[config.mk]
export PLATFORM = sky130hd
export DESIGN_NAME = prescaler_bank
export DESIGN_NICKNAME = d
export VERILOG_FILES = /design/src/rtl/prescaler_bank.sv
export SDC_FILE = /design/constraint.sdc
export NUM_CORES = 1
export LEC_CHECK = 0
export ABC_AREA = 1
export BUFFER_PORTS_ARGS = -buffer_cell sky130_fd_sc_hd__buf_2
export CAP_MARGIN = 20
export CORE_AREA = 2 2 155 157
export DETAILED_ROUTE_END_ITERATION = 10
export DIE_AREA = 0 0 157 159
export GPL_TIMING_DRIVEN = 0
export HOLD_SLACK_MARGIN = 0.15
export PLACE_DENSITY = 0.84
export SETUP_SLACK_MARGIN = 0.15
export SYNTH_ARGS = -nofsm -noshare
export SYNTH_HDL_FRONTEND = slang
export SYNTH_SLANG_ARGS = --single-unit
[constraint.sdc]
create_clock -name clk -period 7.5 [get_ports clk]
set_clock_uncertainty 0.2 [all_clocks]
set_input_delay 1.5 -clock clk [delete_from_list [all_inputs] [get_ports clk]]
set_output_delay 1.5 -clock clk [all_outputs]
set_load 0.01 [all_outputs]
[src/rtl/prescaler_bank.sv]
// Bank of independent programmable clock prescalers with synchronised enables,
// shadowed divide/mode settings and a shared phase-realign strobe.
module prescaler_bank #(
    parameter int N_CH        = 4,
    parameter int CNT_W       = 27,
    parameter int SYNC_STAGES = 2
) (
    input  logic                    clk,
    input  logic                    rst,
    input  logic [N_CH-1:0]         ena,
    input  logic [N_CH*CNT_W-1:0]   div_val,
    input  logic [N_CH-1:0]         mode,
    input  logic                    realign,
    output logic [N_CH-1:0]         clk_out,
    output logic [N_CH-1:0]         tick,
    output logic [N_CH-1:0]         active
);

    localparam logic [CNT_W-1:0] CNT_ONE = CNT_W'(1);

    for (genvar i = 0; i < N_CH; i++) begin : g_ch
        logic [SYNC_STAGES-1:0] sync_r;
        logic                   ena_s;
        logic [CNT_W-1:0]       d_in;
        logic [CNT_W-1:0]       cnt_r;
        logic [CNT_W-1:0]       d_sh_r;
        logic                   m_sh_r;
        logic                   clk_r;
        logic                   tick_r;

        assign ena_s = sync_r[SYNC_STAGES-1];
        assign d_in  = div_val[i*CNT_W +: CNT_W];

        // Enable synchroniser; its last stage is the channel's only view of ena.
        always_ff @(posedge clk or posedge rst) begin
            if (rst) begin
                sync_r <= '0;
            end else begin
                sync_r <= {sync_r[SYNC_STAGES-2:0], ena[i]};
            end
        end

        // Divider core: the shadow registers only reload at a period boundary,
        // so a running period always completes with the settings it started with.
        always_ff @(posedge clk or posedge rst) begin
            if (rst) begin
                cnt_r  <= '0;
                d_sh_r <= '0;
                m_sh_r <= 1'b0;
                clk_r  <= 1'b0;
                tick_r <= 1'b0;
            end else if (!ena_s) begin
                cnt_r  <= '0;
                d_sh_r <= d_in;
                m_sh_r <= mode[i];
                clk_r  <= 1'b0;
                tick_r <= 1'b0;
            end else if (realign) begin
                cnt_r  <= '0;
                d_sh_r <= d_in;
                m_sh_r <= mode[i];
                clk_r  <= 1'b0;
                tick_r <= 1'b0;
            end else if (cnt_r == d_sh_r) begin
                cnt_r  <= '0;
                d_sh_r <= d_in;
                m_sh_r <= mode[i];
                clk_r  <= m_sh_r ? 1'b1 : ~clk_r;
                tick_r <= 1'b1;
            end else begin
                cnt_r  <= cnt_r + CNT_ONE;
                d_sh_r <= d_sh_r;
                m_sh_r <= m_sh_r;
                clk_r  <= m_sh_r ? 1'b0 : clk_r;
                tick_r <= 1'b0;
            end
        end

        assign clk_out[i] = clk_r;
        assign tick[i]    = tick_r;
        assign active[i]  = ena_s;
    end

endmodule
### After elaboration in Yosys (flattened, before gate mapping)

Cells that the tools add are included.

* output and inout bits: 12
* logic and storage cells: 112
* register bits after elaboration: 236

* bitwise gates (word level): 4
* eq/ne operators: 12
* $add $sub $neg: 4
* multiplexer cells: 68

Operator list (count)
* two-way mux 27 bit: 24
* adder 27 x 1 -> 27 bit (second input constant): 4
* == test 27 bit: 4
* two-way mux 1 bit: 44
* inequality test 4 x 2 -> 1 bit (second input constant): 4
* inequality test 3 x 2 -> 1 bit (second input constant): 4
* NOT 1 bit: 4

### Depth between registers and ports, before layout

* depth after elaboration: 5
* mapped depth: 13
* gate-level depth less buffers: 12

### Worst setup path before layout

Ideal clock, no wire load.

* path type: input -> register
* from: in realign
* to: reg g_ch[0].d_sh_r[10]
* stages: 6
* slack: 4.808 ns
* buffers on the path: 1
* setup time: 0.065 ns
* required time: 7.235 ns
* data arrival time: 2.427 ns
* cells stage by stage: nor2_1 -> inv_1 -> nor2_4 -> buf_6 -> nand2_1 -> nand2_1

* longest elaborated chain between the ends: 2
* elaborated cells on any way between the ends: 3
* classes of those cells: eq/ne: 1; mux: 2

RTL lines
* start: declaration: RTL line 13 `input logic realign,`
* two-way mux 27 bit: RTL line 58 `end else if (realign) begin`
* two-way mux 27 bit: RTL line 52 `end else if (!ena_s) begin`
* end signal: assignment: RTL line 54 `d_sh_r <= d_in;`
* end signal: assignment: RTL line 60 `d_sh_r <= d_in;`
* end signal: assignment: RTL line 66 `d_sh_r <= d_in;`
* end: declaration: RTL line 26 `logic [CNT_W-1:0] d_sh_r;`

Parallel ways exist; a longest one is shown, timed or not.
A chain may end at the register's enable or synchronous reset.

### Worst setup path after layout

* from: reg g_ch[0].sync_r[1]
* to: out active[0]

RTL lines
* start: declaration: RTL line 22 `logic [SYNC_STAGES-1:0] sync_r;`
* start signal: assignment: RTL line 39 `sync_r <= {sync_r[SYNC_STAGES-2:0], ena[i]};`
* end: declaration: RTL line 16 `output logic [N_CH-1:0] active`

No word-level cell between the ends.

==> flow_summary.toml <==
[status]
outcome = "completed"

[logic_synthesis]
synth_common_cells = "nand2_1 (556), dfrtp_1 (236), nor2_1 (207)"
yosysSeqAreaShare_pct = 47.5
synthDominantCellAreaShare_pct = 47.5
synth.area.top_cells = "dfrtp_1 (47%), nand2_1 (17%), nor2_1 (6.2%)"
syn-num-nets = 1743
yosysWarnings = 0
synth.distinct_cells = 33
synthCells = 1620
synth_edf_count = 0
postSynthAreaPerCell_um2 = 7.68
yosys.area.top_type = "dfrtp_1"
synthArstFlopShare_pct = 100
synth_most_common_cell = "nand2_1"
yosys_register_bits = 236
synth_top_flop_cell = "dfrtp_1"
syn_area_mm2 = 0.0124

[power]
vdd_drop_max_mv = 0.191
powerDensity_mw_per_mm2 = 207
p_leak_nw = 7.11

[finish]
area_delta_synth_final_pct = 17.0
n_antenna_cell = 0
fin_area_mm2 = 0.0146
fin_nets = 1908
drive_above_1_share_pct = 15.6

[setup_path]
critPathMaxFanout = 3
reg2regPathDepth = 8
path_buf_inv = 2
path_cells = "buf_4 -> buf_2"
max_stage_delay_ps = 430
cp_top_family = "flip-flops"
crit_path_start_kind = "flip-flop"
reg2reg_slack_ps = 5390
arrival_ps = 1240
r2r_start = "g_ch[0].cnt_r[0]"
worstPathRequired_ps = 5800
startpoint = "g_ch[0].sync_r[1]"
cp.depth = 2
endpoint = "active[0]"
r2r_end = "g_ch[0].cnt_r[24]"
path_class = "flip-flop to output pin"
critPathCaptureType = "output pin"
crit_path_top_delay_cell = "dfrtp_1"

[floorplanning]
rows = 56
initial_core_util_pct = 53.7
die_y_um = 159
io_pins = 131
die_w_um = 157
core_area_mm2 = 0.0232
die-area_mm2 = 0.0250

[grt]
grt.total_usage_pct = 24.4
antenna_found_initial = 0
grt_pass1_wl_um = 50100
grt_max_degree = 43
grt_overflow = 0
grt_pass1_vias = 10800

[placement]
routabilityCongestion = 0.919
io_buffers = 130
place_hpwl_um = 22000
dpl_cell_area_mm2 = 0.0136
pre_cts_ws_ps = 4340

[clocking]
cts_tree = "built"
clock_path_buffers = 3
insertion_delay_ps = 540
cts_made_buffers = 26
clock_sinks = 236
post-cts-setup-buffer-count = 0
cts.htree.levels = 1
path_clk_slew_ps = 60
cts_root_buf = "clkbuf_16"

[drt]
wl_met2_um = 13900
wirelength_um = 29800
route.detailed.drc = 0
wl_met3_um = 1670
drtIter0Drc = 754
ant_nets = 0
top_layer = "met4"
met1_length_um = 12900
via_count = 10800
dr.pass1.iters = 5
via_per_inst = 5.07
routedWlPerCell_um = 14.0

[timing]
worstMarginPinSlew_ps = 737
fmax_mhz = 340
rsz0062_at_grt = "no"
fin_tns_setup_ps = 0
min_period_ps = 2940
setup_viol = 0
relSlewSlack_pct = 50.7
timing.final.max_slew_violations = 0
final.period_utilization_pct = 39.2
finalHoldViolCount = 0
setup_ws_ps = 4560

[run]
maxCapViolCount = 0

[worst_hold_path]
worstHoldPathCells = 0
worstHoldPathType = "flip-flop to flip-flop"
sequential cells by signal (all words and copies together), names as in the netlist:
register	count
g_ch.clk_r	4
g_ch.tick_r	4
g_ch.m_sh_r	4
g_ch.cnt_r	108
g_ch.d_sh_r	108
g_ch.sync_r	8
report_power, final:
part	leakage, nW	internal [mW]	switching [mW]
Sequential	3.05	1.33	0.0435
Combinational	3.60	0.105	0.149
Clock	0.462	0.849	0.537
Total	7.11	2.28	0.730
stage by stage:
step	cells	hold WS [ps]	utilization (%)	total power [mW]
5_1_grt	2124	154	62.8	3.13
4_1_cts	2124	152	62.8	3.03
3_5_place_dp	2075	136	58.7	1.65
6_report	2124	148	62.8	3.01
3_3_place_gp	2069	134	58.2	1.63
2_1_floorplan	1620	131	-	1.55
cell type report:
type / instances / area, um2
fillers: 2000 / 8630
clock buffers: 33 / 717
well taps: 319 / 399
clock inverters: 15 / 218
multi-input cells: 1161 / 5550
flip-flops and latches: 236 / 5910
plain buffers: 52 / 349
inverters: 171 / 646
repair buffers: 137 / 781
worst register-to-register path, cell delays in order (launching register included):
cell     delay [ps]
dfrtp_1         430
ha_1            230
nand3_1         130
nor2_2          240
nand3_2         150
nor2_2          210
nand3_1         160
nor3_1          180
nor2_1           70
what timing repair did:
action,4_1_cts,5_1_grt
endpoints found under the hold margin,1,0
setup endpoints to repair,0,0
hold buffers,1,0
resized for setup,0,0
worst min path at each step:
stage / start / slack (ps) / to
after CTS: g_ch[1].sync_r[0] / 150 / g_ch[1].sync_r[1]
after detailed placement: g_ch[3].sync_r[0] / 140 / g_ch[3].sync_r[1]
after global routing: g_ch[2].sync_r[0] / 150 / g_ch[2].sync_r[1]
final: g_ch[1].sync_r[0] / 150 / g_ch[1].sync_r[1]
after global placement: g_ch[2].sync_r[0] / 130 / g_ch[2].sync_r[1]
after floorplan: g_ch[0].sync_r[0] / 130 / g_ch[0].sync_r[1]
logic make-up after synthesis:
logic type | Yosys count | share of synthesized area (%)
buffers and inverters | 223 | 7.96
AOI/OAI and AO/OA | 49 | 2.03
DFF | 236 | 47.5
and+or+nand+nor | 987 | 33.6
xor gates and xnor gates | 121 | 8.52
adders and majority gates | 4 | 0.402
layer usage:
metal	track usage, %	up-vias
li1	-	5310
met1	32.5	5030
met2	40.2	337
met3	3.46	95
met4	9.63	0
met5	0	-
placed cells by master (no fill, tap or decap), drive strengths merged:
| master | synthesis | layout |
|---|---|---|
| clkinv | 0 | 9 |
| and3 | 4 | 4 |
| clkinvlp | 0 | 2 |
| bufinv | 0 | 5 |
| nand2 | 573 | 573 |
| nand3b | 1 | 1 |
| xnor2 | 69 | 69 |
| inv | 171 | 170 |
| a31oi | 5 | 5 |
| o21ai | 32 | 32 |
| nand3 | 109 | 109 |
| xor2 | 52 | 52 |
| dfrtp | 236 | 236 |
| o22ai | 1 | 1 |
| nor3 | 43 | 43 |
| buf | 47 | 183 |
| and2 | 1 | 1 |
| nor4 | 5 | 5 |
| ha | 4 | 4 |
| nand4 | 26 | 26 |
| dlygate4sd3 | 0 | 1 |
| nor3b | 1 | 1 |
| nor2 | 224 | 224 |
| a21oi | 11 | 11 |
| clkbuf | 5 | 38 |
(Power assumes the default switching activity.)
